## src/rtl/reg_bus_reader_pkg.sv

```systemverilog
// Shared constants and state encoding for the register-bank read sequencer.
// Bank geometry is common to the register bank, the bus model and the reader.
package reg_bus_reader_pkg;

    localparam int NREG = 4;
    localparam int W    = 8;
    localparam int AW   = 2;
    localparam int LW   = 2;

    typedef enum logic [1:0] {
        ST_IDLE = 2'd0,
        ST_SEL  = 2'd1,
        ST_CAP  = 2'd2,
        ST_VLD  = 2'd3
    } state_e;

endpackage

```

## src/rtl/reg_bus_reader_onehot_dec.sv

```systemverilog
// Index-to-one-hot decoder with enable; all outputs low when en=0.
// Ports: en, idx[AW-1:0] in; onehot[NREG-1:0] out.
module onehot_dec #(
    parameter int AW   = 2,
    parameter int NREG = 4
) (
    input  logic            en,
    input  logic [AW-1:0]   idx,
    output logic [NREG-1:0] onehot
);

    always_comb begin
        onehot = '0;
        if (en) begin
            onehot[idx] = 1'b1;
        end
    end

endmodule

```

## src/rtl/reg_bus_reader.sv

```systemverilog
// Read-side sequencer: selects bank registers, settles, captures, hands off.
// Ports: clk, rst (async low), req/addr/blen, q_bank, ready in;
//        oe, dout, valid, busy, last out.
module reg_bus_reader #(
    parameter int NREG = reg_bus_reader_pkg::NREG,
    parameter int W    = reg_bus_reader_pkg::W,
    parameter int AW   = reg_bus_reader_pkg::AW,
    parameter int LW   = reg_bus_reader_pkg::LW
) (
    input  logic              clk,
    input  logic              rst,
    input  logic              req,
    input  logic [AW-1:0]     addr,
    input  logic [LW-1:0]     blen,
    input  logic [NREG*W-1:0] q_bank,
    output logic [NREG-1:0]   oe,
    output logic [W-1:0]      dout,
    output logic              valid,
    input  logic              ready,
    output logic              busy,
    output logic              last
);

    import reg_bus_reader_pkg::*;

    state_e         state_q, state_d;
    logic [AW-1:0]  ptr_q, ptr_d;
    logic [LW-1:0]  cnt_q, cnt_d;
    logic [W-1:0]   dout_q, dout_d;
    logic           valid_q, valid_d;
    logic           last_q, last_d;

    always_ff @(posedge clk or negedge rst) begin
        if (!rst) begin
            state_q <= ST_IDLE;
            ptr_q   <= '0;
            cnt_q   <= '0;
            dout_q  <= '0;
            valid_q <= 1'b0;
            last_q  <= 1'b0;
        end else begin
            state_q <= state_d;
            ptr_q   <= ptr_d;
            cnt_q   <= cnt_d;
            dout_q  <= dout_d;
            valid_q <= valid_d;
            last_q  <= last_d;
        end
    end

    always_comb begin
        state_d = state_q;
        ptr_d   = ptr_q;
        cnt_d   = cnt_q;
        dout_d  = dout_q;
        valid_d = valid_q;
        last_d  = last_q;
        unique case (state_q)
            ST_IDLE: begin
                if (req) begin
                    ptr_d   = addr;
                    cnt_d   = blen;
                    state_d = ST_SEL;
                end
            end
            ST_SEL: begin
                state_d = ST_CAP;
            end
            ST_CAP: begin
                dout_d  = q_bank[int'(ptr_q)*W +: W];
                valid_d = 1'b1;
                last_d  = (cnt_q == '0);
                state_d = ST_VLD;
            end
            ST_VLD: begin
                if (ready) begin
                    valid_d = 1'b0;
                    if (cnt_q == '0) begin
                        last_d  = 1'b0;
                        state_d = ST_IDLE;
                    end else begin
                        // Index width equals log2(NREG), so +1 wraps the bank
                        cnt_d   = cnt_q - 1'b1;
                        ptr_d   = ptr_q + 1'b1;
                        state_d = ST_SEL;
                    end
                end
            end
            default: state_d = ST_IDLE;
        endcase
    end

    // Enable held across SEL and CAP from the same ptr, so no glitch between them
    onehot_dec #(
        .AW   (AW),
        .NREG (NREG)
    ) u_oe_dec (
        .en     ((state_q == ST_SEL) || (state_q == ST_CAP)),
        .idx    (ptr_q),
        .onehot (oe)
    );

    assign dout  = dout_q;
    assign valid = valid_q;
    assign last  = last_q;
    assign busy  = (state_q != ST_IDLE);

endmodule

```

## config.mk

```make
export PLATFORM = sky130hd
export DESIGN_NAME = reg_bus_reader
export DESIGN_NICKNAME = d
export VERILOG_FILES = /design/src/rtl/reg_bus_reader_pkg.sv /design/src/rtl/reg_bus_reader_onehot_dec.sv /design/src/rtl/reg_bus_reader.sv
export SDC_FILE = /design/constraint.sdc
export NUM_CORES = 1
export LEC_CHECK = 0
export CAP_MARGIN = 20
export CORE_MARGIN = 4
export CORE_UTILIZATION = 35
export CTS_CLUSTER_DIAMETER = 200
export DETAILED_ROUTE_END_ITERATION = 12
export PLACE_DENSITY = 0.8
export SLEW_MARGIN = 40
export SYNTH_ARGS = -nofsm -noshare
export SYNTH_HDL_FRONTEND = slang
export SYNTH_SLANG_ARGS = --single-unit
```

## constraint.sdc

```tcl
create_clock -name clk -period 3.25 [get_ports clk]
set_input_delay 0.65 -clock clk [delete_from_list [all_inputs] [get_ports clk]]
set_output_delay 0.65 -clock clk [all_outputs]
set_load 0.03 [all_outputs]
```

==> out/metrics.yaml <==
worstSetupStartpoint: "ptr_q[1]$_DFFE_PN0P_"
yosys.area_share.simple_pct: 6.76
fin_crit_ns: 2.69
pwr-share-comb_pct: 67.4
crit_fanout: 11
synth_top_cell_by_area: "dfrtp_1"
antenna_found_initial: 0
ys_warn_count: 0
placed_cell_area_um2: 1710
portBuffers: 54
powerDensity_nw_per_um2: 966
drt-vias-per-instance: 4.88
antenna_cells: 0
drt_iter0_markers: 11
fin_area_um2: 1740
timing.rr.start: "state_q[1]$_DFFE_PN0P_"
setup_slack_ns: 0.564
detail-route-antenna-nets: 0
hold_buffers: 0
grt_use_total_pct: 14.6
period_share_pct: 82.6
cts_sinks: 16
fin_skew_ns: 0.00259
cts_buffers: 3
postSynthCellCount: 90
wire_per_inst_um: 15.4
cts_tree: "built"
hold_path_class: "in2async"
cp-endpoint: "oe[0]"
synth.avg_cell_area_um2: 12.5
rsz0062_at_grt: "false"
worstReg2RegEnd: "ptr_q[1]$_DFFE_PN0P_"
vias: 923
hpwl_um: 2300
synth-edff-count: 0
gp_congestion: 0.786
ys_async_sr_fraction_pct: 100
cts.reportedPaths.clkPinSlew_ns: 0.10
die_h_um: 64.8
synth_area_leaders: "dfrtp_1 (35%), mux4_2 (16%), ha_1 (12%)"
cts_max_path_buffers: 2
grt_pass1_wl_um: 4620
drcViolationCount: 0
reg2reg_slack_ns: 1.52
die-area_um2: 4200
p_seq_share_pct: 24.4
clkLatencyLatePin_ns: 0.29
hold_violations: 0
synth_common_cells: "dfrtp_1 (16), ha_1 (11), inv_1 (9)"
ctsResizeCount: 0
grt_max_degree: 17
core_area_um2: 3080
start_util_pct: 36.7
yosysTopAreaCellShare_pct: 35.5
pin_count: 55
maxSlewViolCount: 0
irDropWorstVdd_uv: 458
worst_setup_path_end_kind: "primary output"
ys_seq_area_share_pct: 35.5
finalNetCount: 197
post-cts-setup-buffers: 0
holdWs_ns: 0.262
switchingPower_mw: 0.718
tns_ns: 0
synth-xor-area-share_pct: 0
worst_pin_slew_ns: 0.666
cp.required_ns: 2.60
layout-drive-gt1-share_pct: 15.9
synth-compound-area-share_pct: 7.43
crit_path_start_kind: "flop"
synth_mux_area_share_pct: 32.9
maxCapViolations: 0
synth_area_um2: 1130
overflow: 0
cts_root_buffer: "clkbuf_4"
synth_top_family_by_area: "multiplexers"
r2r_cells: 4
die_width_um: 64.8
fin_cells: 189
ys_seq_elements: 16
syn_nets: 141
fmax_mhz: 372
dp.cells: 185
p_int_mw: 0.961
num_rows: 20
p_leak_nw: 0.743
setup_violations: 0
p_clk_share_pct: 8.3
status: "complete, no violations"
drtPass1Iterations: 3
drt-total-wl_um: 2920
htreeDepth: 1
synth_adder_area_share_pct: 12.2
ys.flop_type: "dfrtp_1"
dp_slack_ns: 0.903
areaGrowthSynthToFinish_pct: 54.0
switching_share_pct: 42.8
yosysMostFrequentCell: "dfrtp_1"
critical_path_class: "reg2out"
cp_data_arrival_time_ns: 2.04
relSlewSlack_pct: 55.6
ys_types: 21
grt_pass1_vias: 997
[placed cells by master, fill, tap and decap left out, drive strengths merged]
master and instances:
clkdlybuf4s50 53, dfrtp 16, ha 11, inv 9, mux2 9, mux4 8, mux2i 6, and2 4
nor2 4, clkbuf 4, a221oi 3, o21ai 3, nor2b 3, nand2 3, o22ai 2, o41ai 2
buf 2, nand2b 1, a21o 1, a21oi 1
[state kept, by name, summed over array words and instances, names as in the netlist]
name     cells
ptr_q        2
state_q      2
valid        1
dout         8
last         1
cnt_q        2
[worst min-delay path by stage]
stage / to / slack (ns) / cells past startpoint
finish: state_q[1]$_DFFE_PN0P_ / 0.26 / 1
global route: cnt_q[1]$_DFFE_PN0P_ / 0.26 / 1
CTS: dout[2]$_DFFE_PN0N_ / 0.52 / 1
detailed placement: dout[2]$_DFFE_PN0N_ / 0.49 / 1
global placement: valid$_DFFE_PN0P_ / 0.46 / 2
floorplan: cnt_q[0]$_DFFE_PN0P_ / 0.35 / 0
[metrics by stage]
step | utilization, % | total power [mW]
after floorplan | - | 1.19
after global placement | 55.4 | 1.51
after detailed placement | 55.4 | 1.55
after CTS | 56.6 | 1.70
after global routing | 56.5 | 1.81
final | 56.5 | 1.68
[worst max-delay path, stage by stage, from the launching register on]
cell and delay [ns]:
dfrtp_1 0.65, inv_1 0.15, ha_1 0.20, and2_1 0.15
clkdlybuf4s50_1 0.59
[final cells by class]
| class | count | area [um2] |
|---|---|---|
| tap | 44 | 55.1 |
| timing repair buffer | 55 | 543 |
| sequential | 16 | 400 |
| clock buffer | 4 | 36.3 |
| fill | 265 | 1340 |
| multi-input combinational | 61 | 669 |
| inverter | 9 | 33.8 |
[routing by layer]
metal	global-route usage [%]	wire [um]	vias to the layer above	share of wire, %
met5	0	0	-	0
met4	7.12	56	0	1.9
met3	3.29	179	5	6.1
met2	26.8	1510	37	52
met1	15.5	1170	447	40
li1	-	-	434	-
[power groups by stage]
stage	combinational (mW)	clock [mW]	sequential [mW]
6_report	1.13	0.139	0.409
5_1_grt	1.22	0.154	0.427
4_1_cts	1.14	0.144	0.411
3_5_place_dp	1.14	0	0.413
3_3_place_gp	1.10	0	0.404
2_1_floorplan	0.688	0	0.499
[cells by family (layout without fill, tap and decap cells)]
group                    Yosys count  count (layout)
AND/OR/NAND/NOR                   15              15
adder cells (fa/ha/maj)           11              11
AO/OA/AOI/OAI                     12              12
multiplexers                      23              23
buffers and inverters             13              68
flip-flops                        16              16
Note: power is estimated with default switching activity, not from simulation.
